**config.mk**
```make
export PLATFORM = sky130hd
export DESIGN_NAME = lcd_bus_sequencer_flat
export DESIGN_NICKNAME = d
export VERILOG_FILES = /design/src/rtl/lcd_bus_sequencer_if.sv /design/src/rtl/lcd_bus_sequencer.sv /design/src/flat_wrapper.sv
export SDC_FILE = /design/constraint.sdc
export NUM_CORES = 1
export LEC_CHECK = 0
export ABC_AREA = 1
export CORE_MARGIN = 1.5
export CORE_UTILIZATION = 30
export DETAILED_ROUTE_END_ITERATION = 6
export PLACE_DENSITY_LB_ADDON = 0.1
export SKIP_CTS_REPAIR_TIMING = 1
export SYNTH_ARGS = -nofsm -noshare
export SYNTH_HDL_FRONTEND = slang
export SYNTH_SLANG_ARGS = --single-unit
```
**constraint.sdc**
```tcl
create_clock -name clk -period 2.8 [get_ports clk]
set_clock_uncertainty 0.15 [all_clocks]
set_input_delay 0.84 -clock clk [delete_from_list [all_inputs] [get_ports clk]]
set_output_delay 0.84 -clock clk [all_outputs]
set_load 0.02 [all_outputs]
```
**src/rtl/lcd_bus_sequencer_if.sv**
```systemverilog
// Bundles the two byte-write requester handshakes and the LCD bus pins
// driven by lcd_bus_sequencer.
interface lcd_bus_sequencer_if;
  logic       req0;
  logic       rs0;
  logic [7:0] data0;
  logic       ack0;
  logic       req1;
  logic       rs1;
  logic [7:0] data1;
  logic       ack1;
  logic       rs;
  logic       e;
  logic [7:0] data;
  logic       init_done;
  logic       busy;

  modport master (
    input  req0, rs0, data0, req1, rs1, data1,
    output ack0, ack1, rs, e, data, init_done, busy
  );

  modport slave (
    output req0, rs0, data0, req1, rs1, data1,
    input  ack0, ack1, rs, e, data, init_done, busy
  );
endinterface

```
**src/rtl/lcd_bus_sequencer.sv**
```systemverilog
// Owns an HD44780-style 8-bit LCD bus: runs the power-on init sequence, then
// shares the bus round-robin between two byte-write requesters.
module lcd_bus_sequencer #(
  parameter int POR_WAIT_CYC = 2000000,
  parameter int SETUP_CYC    = 8,
  parameter int E_HIGH_CYC   = 32,
  parameter int CMD_WAIT_CYC = 5000,
  parameter int CLR_WAIT_CYC = 200000
) (
  input logic                  clk,
  input logic                  rst,
  lcd_bus_sequencer_if.master  bus
);

  // A zero-length phase still occupies one cycle.
  localparam int POR_LEN = (POR_WAIT_CYC < 1) ? 1 : POR_WAIT_CYC;
  localparam int SU_LEN  = (SETUP_CYC    < 1) ? 1 : SETUP_CYC;
  localparam int EH_LEN  = (E_HIGH_CYC   < 1) ? 1 : E_HIGH_CYC;
  localparam int CMD_LEN = (CMD_WAIT_CYC < 1) ? 1 : CMD_WAIT_CYC;
  localparam int CLR_LEN = (CLR_WAIT_CYC < 1) ? 1 : CLR_WAIT_CYC;

  localparam int MAX_A   = (POR_LEN > CLR_LEN) ? POR_LEN : CLR_LEN;
  localparam int MAX_B   = (MAX_A > CMD_LEN) ? MAX_A : CMD_LEN;
  localparam int MAX_C   = (MAX_B > SU_LEN) ? MAX_B : SU_LEN;
  localparam int MAX_LEN = (MAX_C > EH_LEN) ? MAX_C : EH_LEN;
  localparam int CNT_W   = $clog2(MAX_LEN + 1);

  localparam logic [CNT_W-1:0] POR_LAST = CNT_W'(POR_LEN - 1);
  localparam logic [CNT_W-1:0] SU_LAST  = CNT_W'(SU_LEN - 1);
  localparam logic [CNT_W-1:0] EH_LAST  = CNT_W'(EH_LEN - 1);
  localparam logic [CNT_W-1:0] CMD_LAST = CNT_W'(CMD_LEN - 1);
  localparam logic [CNT_W-1:0] CLR_LAST = CNT_W'(CLR_LEN - 1);

  typedef enum logic [2:0] {
    S_POR_WAIT,
    S_INIT_LOAD,
    S_IDLE,
    S_SETUP,
    S_E_HIGH,
    S_WAIT
  } state_t;

  state_t           r_state;
  state_t           w_next;
  logic [CNT_W-1:0] r_cnt;
  logic [1:0]       r_idx;
  logic             r_last;
  logic             r_init_done;
  logic             r_rs;
  logic             r_e;
  logic [7:0]       r_data;
  logic             w_ack0;
  logic             w_ack1;
  logic [CNT_W-1:0] w_wait_last;

  function automatic logic [7:0] init_byte(input logic [1:0] idx);
    case (idx)
      2'd0:    return 8'h38;
      2'd1:    return 8'h0C;
      2'd2:    return 8'h06;
      default: return 8'h01;
    endcase
  endfunction

  // Clear (0x01) and home (0x02/0x03) need the long settle time.
  function automatic logic is_long_cmd(input logic rs_i, input logic [7:0] d);
    return !rs_i && (d[7:2] == 6'd0) && (d[1:0] != 2'd0);
  endfunction

  assign w_wait_last = is_long_cmd(r_rs, r_data) ? CLR_LAST : CMD_LAST;

  always_comb begin
    w_next = r_state;
    w_ack0 = 1'b0;
    w_ack1 = 1'b0;
    case (r_state)
      S_POR_WAIT:  if (r_cnt == POR_LAST) w_next = S_INIT_LOAD;
      S_INIT_LOAD: w_next = S_SETUP;
      S_IDLE: begin
        // r_last holds the previous grantee; on contention the other side wins.
        if (r_init_done) begin
          if (bus.req1 && (!bus.req0 || !r_last)) begin
            w_ack1 = 1'b1;
            w_next = S_SETUP;
          end else if (bus.req0) begin
            w_ack0 = 1'b1;
            w_next = S_SETUP;
          end
        end
      end
      S_SETUP:     if (r_cnt == SU_LAST) w_next = S_E_HIGH;
      S_E_HIGH:    if (r_cnt == EH_LAST) w_next = S_WAIT;
      S_WAIT: begin
        if (r_cnt == w_wait_last)
          w_next = (r_init_done || r_idx == 2'd3) ? S_IDLE : S_INIT_LOAD;
      end
      default:     w_next = S_POR_WAIT;
    endcase
  end

  always_ff @(posedge clk) begin
    if (rst) begin
      r_state     <= S_POR_WAIT;
      r_cnt       <= '0;
      r_idx       <= 2'd0;
      r_last      <= 1'b0;
      r_init_done <= 1'b0;
      r_rs        <= 1'b0;
      r_e         <= 1'b0;
      r_data      <= 8'h00;
    end else begin
      r_state <= w_next;
      if (w_next != r_state)
        r_cnt <= '0;
      else if (r_state != S_IDLE)
        r_cnt <= r_cnt + CNT_W'(1);
      r_e <= (w_next == S_E_HIGH);
      if (r_state == S_INIT_LOAD) begin
        r_rs   <= 1'b0;
        r_data <= init_byte(r_idx);
      end else if (w_ack0) begin
        r_rs   <= bus.rs0;
        r_data <= bus.data0;
        r_last <= 1'b0;
      end else if (w_ack1) begin
        r_rs   <= bus.rs1;
        r_data <= bus.data1;
        r_last <= 1'b1;
      end
      if (r_state == S_WAIT && w_next != S_WAIT && !r_init_done) begin
        if (r_idx == 2'd3) r_init_done <= 1'b1;
        else               r_idx       <= r_idx + 2'd1;
      end
    end
  end

  assign bus.ack0      = w_ack0;
  assign bus.ack1      = w_ack1;
  assign bus.rs        = r_rs;
  assign bus.e         = r_e;
  assign bus.data      = r_data;
  assign bus.init_done = r_init_done;
  assign bus.busy      = (r_state != S_IDLE);

endmodule

```
**src/flat_wrapper.sv**
```systemverilog
// flat-port wrapper written by rule: the top's interface ports become plain ports
module lcd_bus_sequencer_flat 
#(
  parameter int POR_WAIT_CYC = 2000000,
  parameter int SETUP_CYC    = 8,
  parameter int E_HIGH_CYC   = 32,
  parameter int CMD_WAIT_CYC = 5000,
  parameter int CLR_WAIT_CYC = 200000
)
  (clk, rst, bus_req0, bus_rs0, bus_data0, bus_req1, bus_rs1, bus_data1, bus_ack0, bus_ack1, bus_rs, bus_e, bus_data, bus_init_done, bus_busy);
  lcd_bus_sequencer_if bus_i ();
  input logic clk;
  input logic rst;
  input wire logic [$bits(bus_i.req0)-1:0] bus_req0;
  input wire logic [$bits(bus_i.rs0)-1:0] bus_rs0;
  input wire logic [$bits(bus_i.data0)-1:0] bus_data0;
  input wire logic [$bits(bus_i.req1)-1:0] bus_req1;
  input wire logic [$bits(bus_i.rs1)-1:0] bus_rs1;
  input wire logic [$bits(bus_i.data1)-1:0] bus_data1;
  output wire logic [$bits(bus_i.ack0)-1:0] bus_ack0;
  output wire logic [$bits(bus_i.ack1)-1:0] bus_ack1;
  output wire logic [$bits(bus_i.rs)-1:0] bus_rs;
  output wire logic [$bits(bus_i.e)-1:0] bus_e;
  output wire logic [$bits(bus_i.data)-1:0] bus_data;
  output wire logic [$bits(bus_i.init_done)-1:0] bus_init_done;
  output wire logic [$bits(bus_i.busy)-1:0] bus_busy;
  assign bus_i.req0 = bus_req0;
  assign bus_i.rs0 = bus_rs0;
  assign bus_i.data0 = bus_data0;
  assign bus_i.req1 = bus_req1;
  assign bus_i.rs1 = bus_rs1;
  assign bus_i.data1 = bus_data1;
  assign bus_ack0 = bus_i.ack0;
  assign bus_ack1 = bus_i.ack1;
  assign bus_rs = bus_i.rs;
  assign bus_e = bus_i.e;
  assign bus_data = bus_i.data;
  assign bus_init_done = bus_i.init_done;
  assign bus_busy = bus_i.busy;
  lcd_bus_sequencer #(.POR_WAIT_CYC(POR_WAIT_CYC), .SETUP_CYC(SETUP_CYC), .E_HIGH_CYC(E_HIGH_CYC), .CMD_WAIT_CYC(CMD_WAIT_CYC), .CLR_WAIT_CYC(CLR_WAIT_CYC)) u_core (.clk(clk), .rst(rst), .bus(bus_i));
endmodule
```
; After elaboration in Yosys (flattened, before gate mapping)
; Index checks and enable logic that the tools add are counted.
[word_totals]
reg_bits = 38
output_inout_bits = 14
[classes]
reduce_logical = 22
add_sub_neg = 2
eq_ne = 16
n_mux = 25
bitwise = 2
[ops]
columns = op, count
row1 = $mux W8, 3
row2 = $add A21 B1 Y21 const B, 1
row3 = $eq A21 B21 Y1, 1
row4 = $eq A21 B21 Y1 const B, 1
row5 = $eq A21 B3 Y1 const B, 1
row6 = $eq A21 B5 Y1 const B, 1
row7 = $mux W3, 7
row8 = $mux W18, 1
row9 = $pmux W3 S6, 1
row10 = $pmux W6 S3, 1
row11 = $mux W1, 11
row12 = $eq A3 B3 Y1 const B, 3
row13 = $eq A3 B2 Y1 const B, 2
row14 = $logic_not A6 Y1, 1
row15 = $reduce_and A2 Y1, 3
row16 = $logic_and A1 B1 Y1, 5
row17 = $eq A2 B2 Y1 const B, 2
row18 = $logic_not A1 Y1, 4
row19 = $reduce_bool A2 Y1, 2
row20 = $reduce_or A2 Y1, 2
row21 = $eq A3 B1 Y1 const B, 1
row22 = $logic_not A3 Y1, 1
row23 = $ne A3 B2 Y1 const B, 1
row24 = $ne A3 B3 Y1, 1
row25 = 8 further kinds, 10

; Longest topological paths before layout
[logic_depth]
ltp_word = 11
mapped_depth = 16
depth_no_buf = 15

; Worst setup path before layout
; No wires, ideal clock.
[synth_timing]
path_kind = input to output
start = input port bus_req0
end = output port bus_ack0
required_ps = 1810
arrival_ps = 1426
path_buffers = 1
setup_slack_ps = 384
stages = 5
cell_sequence = inv_1 a21oi_1 nand2_1 inv_1 buf_2
[synth_between]
elab_chain_len = 6
[synth_rtl]
columns = element, line
row1 = "start, declared", flat_wrapper.sv:14  ; input wire logic [$bits(bus_i.req0)-1:0] bus_req0;
row2 = $logic_not A1 Y1, lcd_bus_sequencer.sv:82  ; if (bus.req1 && (!bus.req0 || !r_last)) begin
row3 = $logic_or A1 B1 Y1, lcd_bus_sequencer.sv:82
row4 = $logic_and A1 B1 Y1, lcd_bus_sequencer.sv:82
row5 = $mux W1 *, lcd_bus_sequencer.sv:82
row6 = $mux W1 *, lcd_bus_sequencer.sv:81  ; if (r_init_done) begin
row7 = $mux W1 *, lcd_bus_sequencer.sv:76  ; case (r_state)
row8 = "end, declared", flat_wrapper.sv:20  ; output wire logic [$bits(bus_i.ack0)-1:0] bus_ack0;
; Mark *: on every way between the ends. The rest lies on a longest branch, timed or not.

; Worst setup path in the final report
[layout_timing]
start = input port bus_req1
end = output port bus_ack1
[layout_between]
elab_chain_len = 4
[layout_rtl]
columns = element, line
row1 = "start, declared", flat_wrapper.sv:17  ; input wire logic [$bits(bus_i.req1)-1:0] bus_req1;
row2 = $logic_and A1 B1 Y1, lcd_bus_sequencer.sv:82
row3 = $mux W1, lcd_bus_sequencer.sv:82
row4 = $mux W1, lcd_bus_sequencer.sv:81
row5 = $mux W1, lcd_bus_sequencer.sv:76
row6 = "end, declared", flat_wrapper.sv:21  ; output wire logic [$bits(bus_i.ack1)-1:0] bus_ack1;
; No other way between the ends.

==> flow_summary_export.csv <==
group,metric,value,unit
clocking,clockBufferDepth,2,
floorplanning,initial_core_util,0.314,
finish,areaGrowthSynthToFinish,25.0,%
detailed_routing,ant_nets,0,
job,maxCapViolations,0,
sta,post-route-min-period,2.76,ns
finish,antenna_cells,0,
logic_synthesis,ys.flop_type,"dfxtp_1",
sta,worstMarginPinSlew,0.483,ns
global_route,grt_pass1_vias,2215,
setup_path,worstSetupStartpoint,"bus_req1",
setup_path,start_kind,"input port",
sta,finalCritPeriodShare,0.986,
placement,portBuffers,35,
logic_synthesis,async_flop_share,0,
sta,hold_violations,0,
global_route,grt_pass1_wl,10500,um
logic_synthesis,synth_edf_count,0,
status,outcome,"finished clean",
detailed_routing,via_per_inst,4.64,
clocking,cts.sinks,38,
clocking,clk_pin_slew_worst_paths,0.08,ns
floorplanning,die_area,8730,sq um
floorplanning,pin_count,36,
setup_path,cp.arrival,1.77,ns
global_route,grt_max_degree,22,
floorplanning,core_area,7810,sq um
sta,rsz0062_at_grt,"yes",
detailed_routing,drt-initial-drc-count,71,
logic_synthesis,syn_avg_cell_area,7.30,sq um
power,irDropWorstVdd,0.192,mV
finish,fin_util,0.393,
setup_path,crit_required,1.81,ns
setup_path,critPathCaptureType,"output port",
global_route,grt-ovfl-total,0,
clocking,cts_buffers,5,
finish,fillers,858,
detailed_routing,wl,6160,um
floorplanning,die_w,93.4,um
setup_path,cp_max_fo,3,
logic_synthesis,synth_area,2450,sq um
sta,setup_tns,0,ns
global_route,antenna_found_initial,0,
logic_synthesis,ys.warnings.count,0,
logic_synthesis,synth_cells,336,
sta,setup_violations,0,
sta,max_freq,362,MHz
clocking,tritoncts,"built",
finish,drive_gt1_frac,0.196,
power,power_density,361,nW/um^2
clocking,cts_max_level,2,
finish,fin_nets,405,
global_route,grt_usage,0.153,
logic_synthesis,synth_seq_cells,38,
sta,relSlewSlack,0.676,
placement,place.gp.congestion,0.833,
logic_synthesis,yosysTopAreaCell,"dfxtp_1",
power,total_leakage_power,1.19,nW
logic_synthesis,syn-num-nets,363,
floorplanning,die_h,93.4,um
floorplanning,placementRows,32,
logic_synthesis,synthTopCellsByArea,"dfxtp_1 (31%), nor3_2 (9.8%), nand2_1 (9.5%)",
logic_synthesis,synthDistinctLibCells,36,
detailed_routing,wl_per_cell,12.8,um
sta,final-max-slew-violation-count,0,
detailed_routing,drcViolationCount,0,
worst_hold_path,worstHoldStart,"u_core.bus.data[6]",
detailed_routing,firstDrtPassIters,4,
setup_path,crit_type,"input port to output port",
worst_hold_path,hold_class,"register to register",
detailed_routing,vias,2226,
logic_synthesis,synth_top_area_frac,0.310,
placement,dp_hpwl,4720,um
clocking,clock-root-buffer,"clkbuf_8",
sta,fin_hold_ws,0.334,ns
logic_synthesis,synth-seq-area-share,0.310,
clocking,clkLatencyLatePin,0.29,ns
setup_path,reg2reg_from,"u_core.r_cnt[0]",
report_power, final:
group / internal [mW] / switching (mW)
registers: 0.544 / 0.00396
clock network: 0.286 / 0.208
logic: 0.0388 / 0.0264
total: 0.868 / 0.238
stage by stage:
| step | worst slack (ns) | power [mW] | cells | area [sq um] |
|---|---|---|---|---|
| final | 0.0385 | 1.11 | 480 | 3070 |
| after CTS | -0.443 | 1.12 | 479 | 3060 |
| after global routing | -0.0165 | 1.15 | 480 | 3070 |
| after global placement | -0.442 | 0.625 | 472 | 2940 |
| after detailed placement | -0.434 | 0.626 | 472 | 2940 |
| after floorplan | 0.384 | 0.588 | 336 | 2450 |
synthesized netlist by cell type, types with 3 or more instances:
| cell type | number |
|---|---|
| nand3_1 | 16 |
| inv_1 | 41 |
| nand3_2 | 3 |
| nor2_2 | 6 |
| inv_2 | 9 |
| nor3_2 | 24 |
| nand2_1 | 62 |
| a31oi_1 | 4 |
| o21bai_1 | 4 |
| xor2_1 | 16 |
| nand2_2 | 4 |
| ha_1 | 5 |
| dfxtp_1 | 38 |
| nand4_1 | 8 |
| o21ai_0 | 12 |
| a21oi_1 | 10 |
| nor3_1 | 8 |
| buf_6 | 5 |
| nor2_1 | 39 |
final timing paths:
path	endpoint	slack, ns	cells after the start
worst max-delay path	bus_ack1	0.04	4
worst min-delay path	u_core.bus.data[6]	0.33	2
worst max register to register	u_core.r_cnt[10]	0.47	12
worst min register to register	u_core.bus.data[6]	0.33	2
kinds of logic (layout without fill, tap and decap cells):
group | count (synthesis) | count (layout) | share of synthesized area
simple gates | 177 | 177 | 0.394
xor+xnor | 16 | 16 | 0.0571
mux | 1 | 1 | 0.00408
flops | 38 | 38 | 0.310
buf+inv | 59 | 101 | 0.107
fa+ha+maj | 5 | 5 | 0.0255
compound gates | 40 | 40 | 0.103
cell type report:
cell class	count	area, sq um	area share
inverters	50	188	0.0612
clock inverters	1	30.0	0.00979
flip-flops and latches	38	761	0.248
repair buffers	44	442	0.144
well taps	102	128	0.0416
clock buffers	6	82.6	0.0269
multi-input cells	239	1440	0.469
critical path: stages:
cell and delay, ns:
clkdlybuf4s50_1 0.51, o21ai_0 0.10, nor3_1 0.13, buf_2 0.19
metal layers:
metal | routed length [um] | part of all wire | GRT usage
met1 | 2810 | 0.46 | 0.181
met2 | 3140 | 0.51 | 0.284
met3 | 164 | 0.027 | 0.0301
met4 | 48 | 0.0078 | 0.0303
met5 | 0 | 0 | 0
state kept, by name, summed over array words and instances, names as in the netlist:
signal / flops
u_core.r_cnt: 21
u_core.bus.data: 8
u_core.r_state: 3
u_core.r_idx: 2
u_core.bus.e: 1
u_core.bus.init_done: 1
u_core.bus.rs: 1
u_core.r_last: 1
cell usage in the layout (no fill, tap or decap), types with 3 or more instances in the layout:
cell	instances
nand4_1	8
clkbuf_8	6
inv_1	39
ha_1	5
nand3_2	3
clkdlybuf4s50_1	32
nor3_2	24
nor2_1	39
nand2_1	61
o21bai_1	4
nor2_2	6
nand3_1	16
buf_4	7
dfxtp_1	38
a31oi_1	4
nor3_1	8
a21oi_1	9
o21ai_0	12
xor2_1	16
inv_2	11
nand2_2	5
Note: power is estimated with default switching activity, not from simulation.
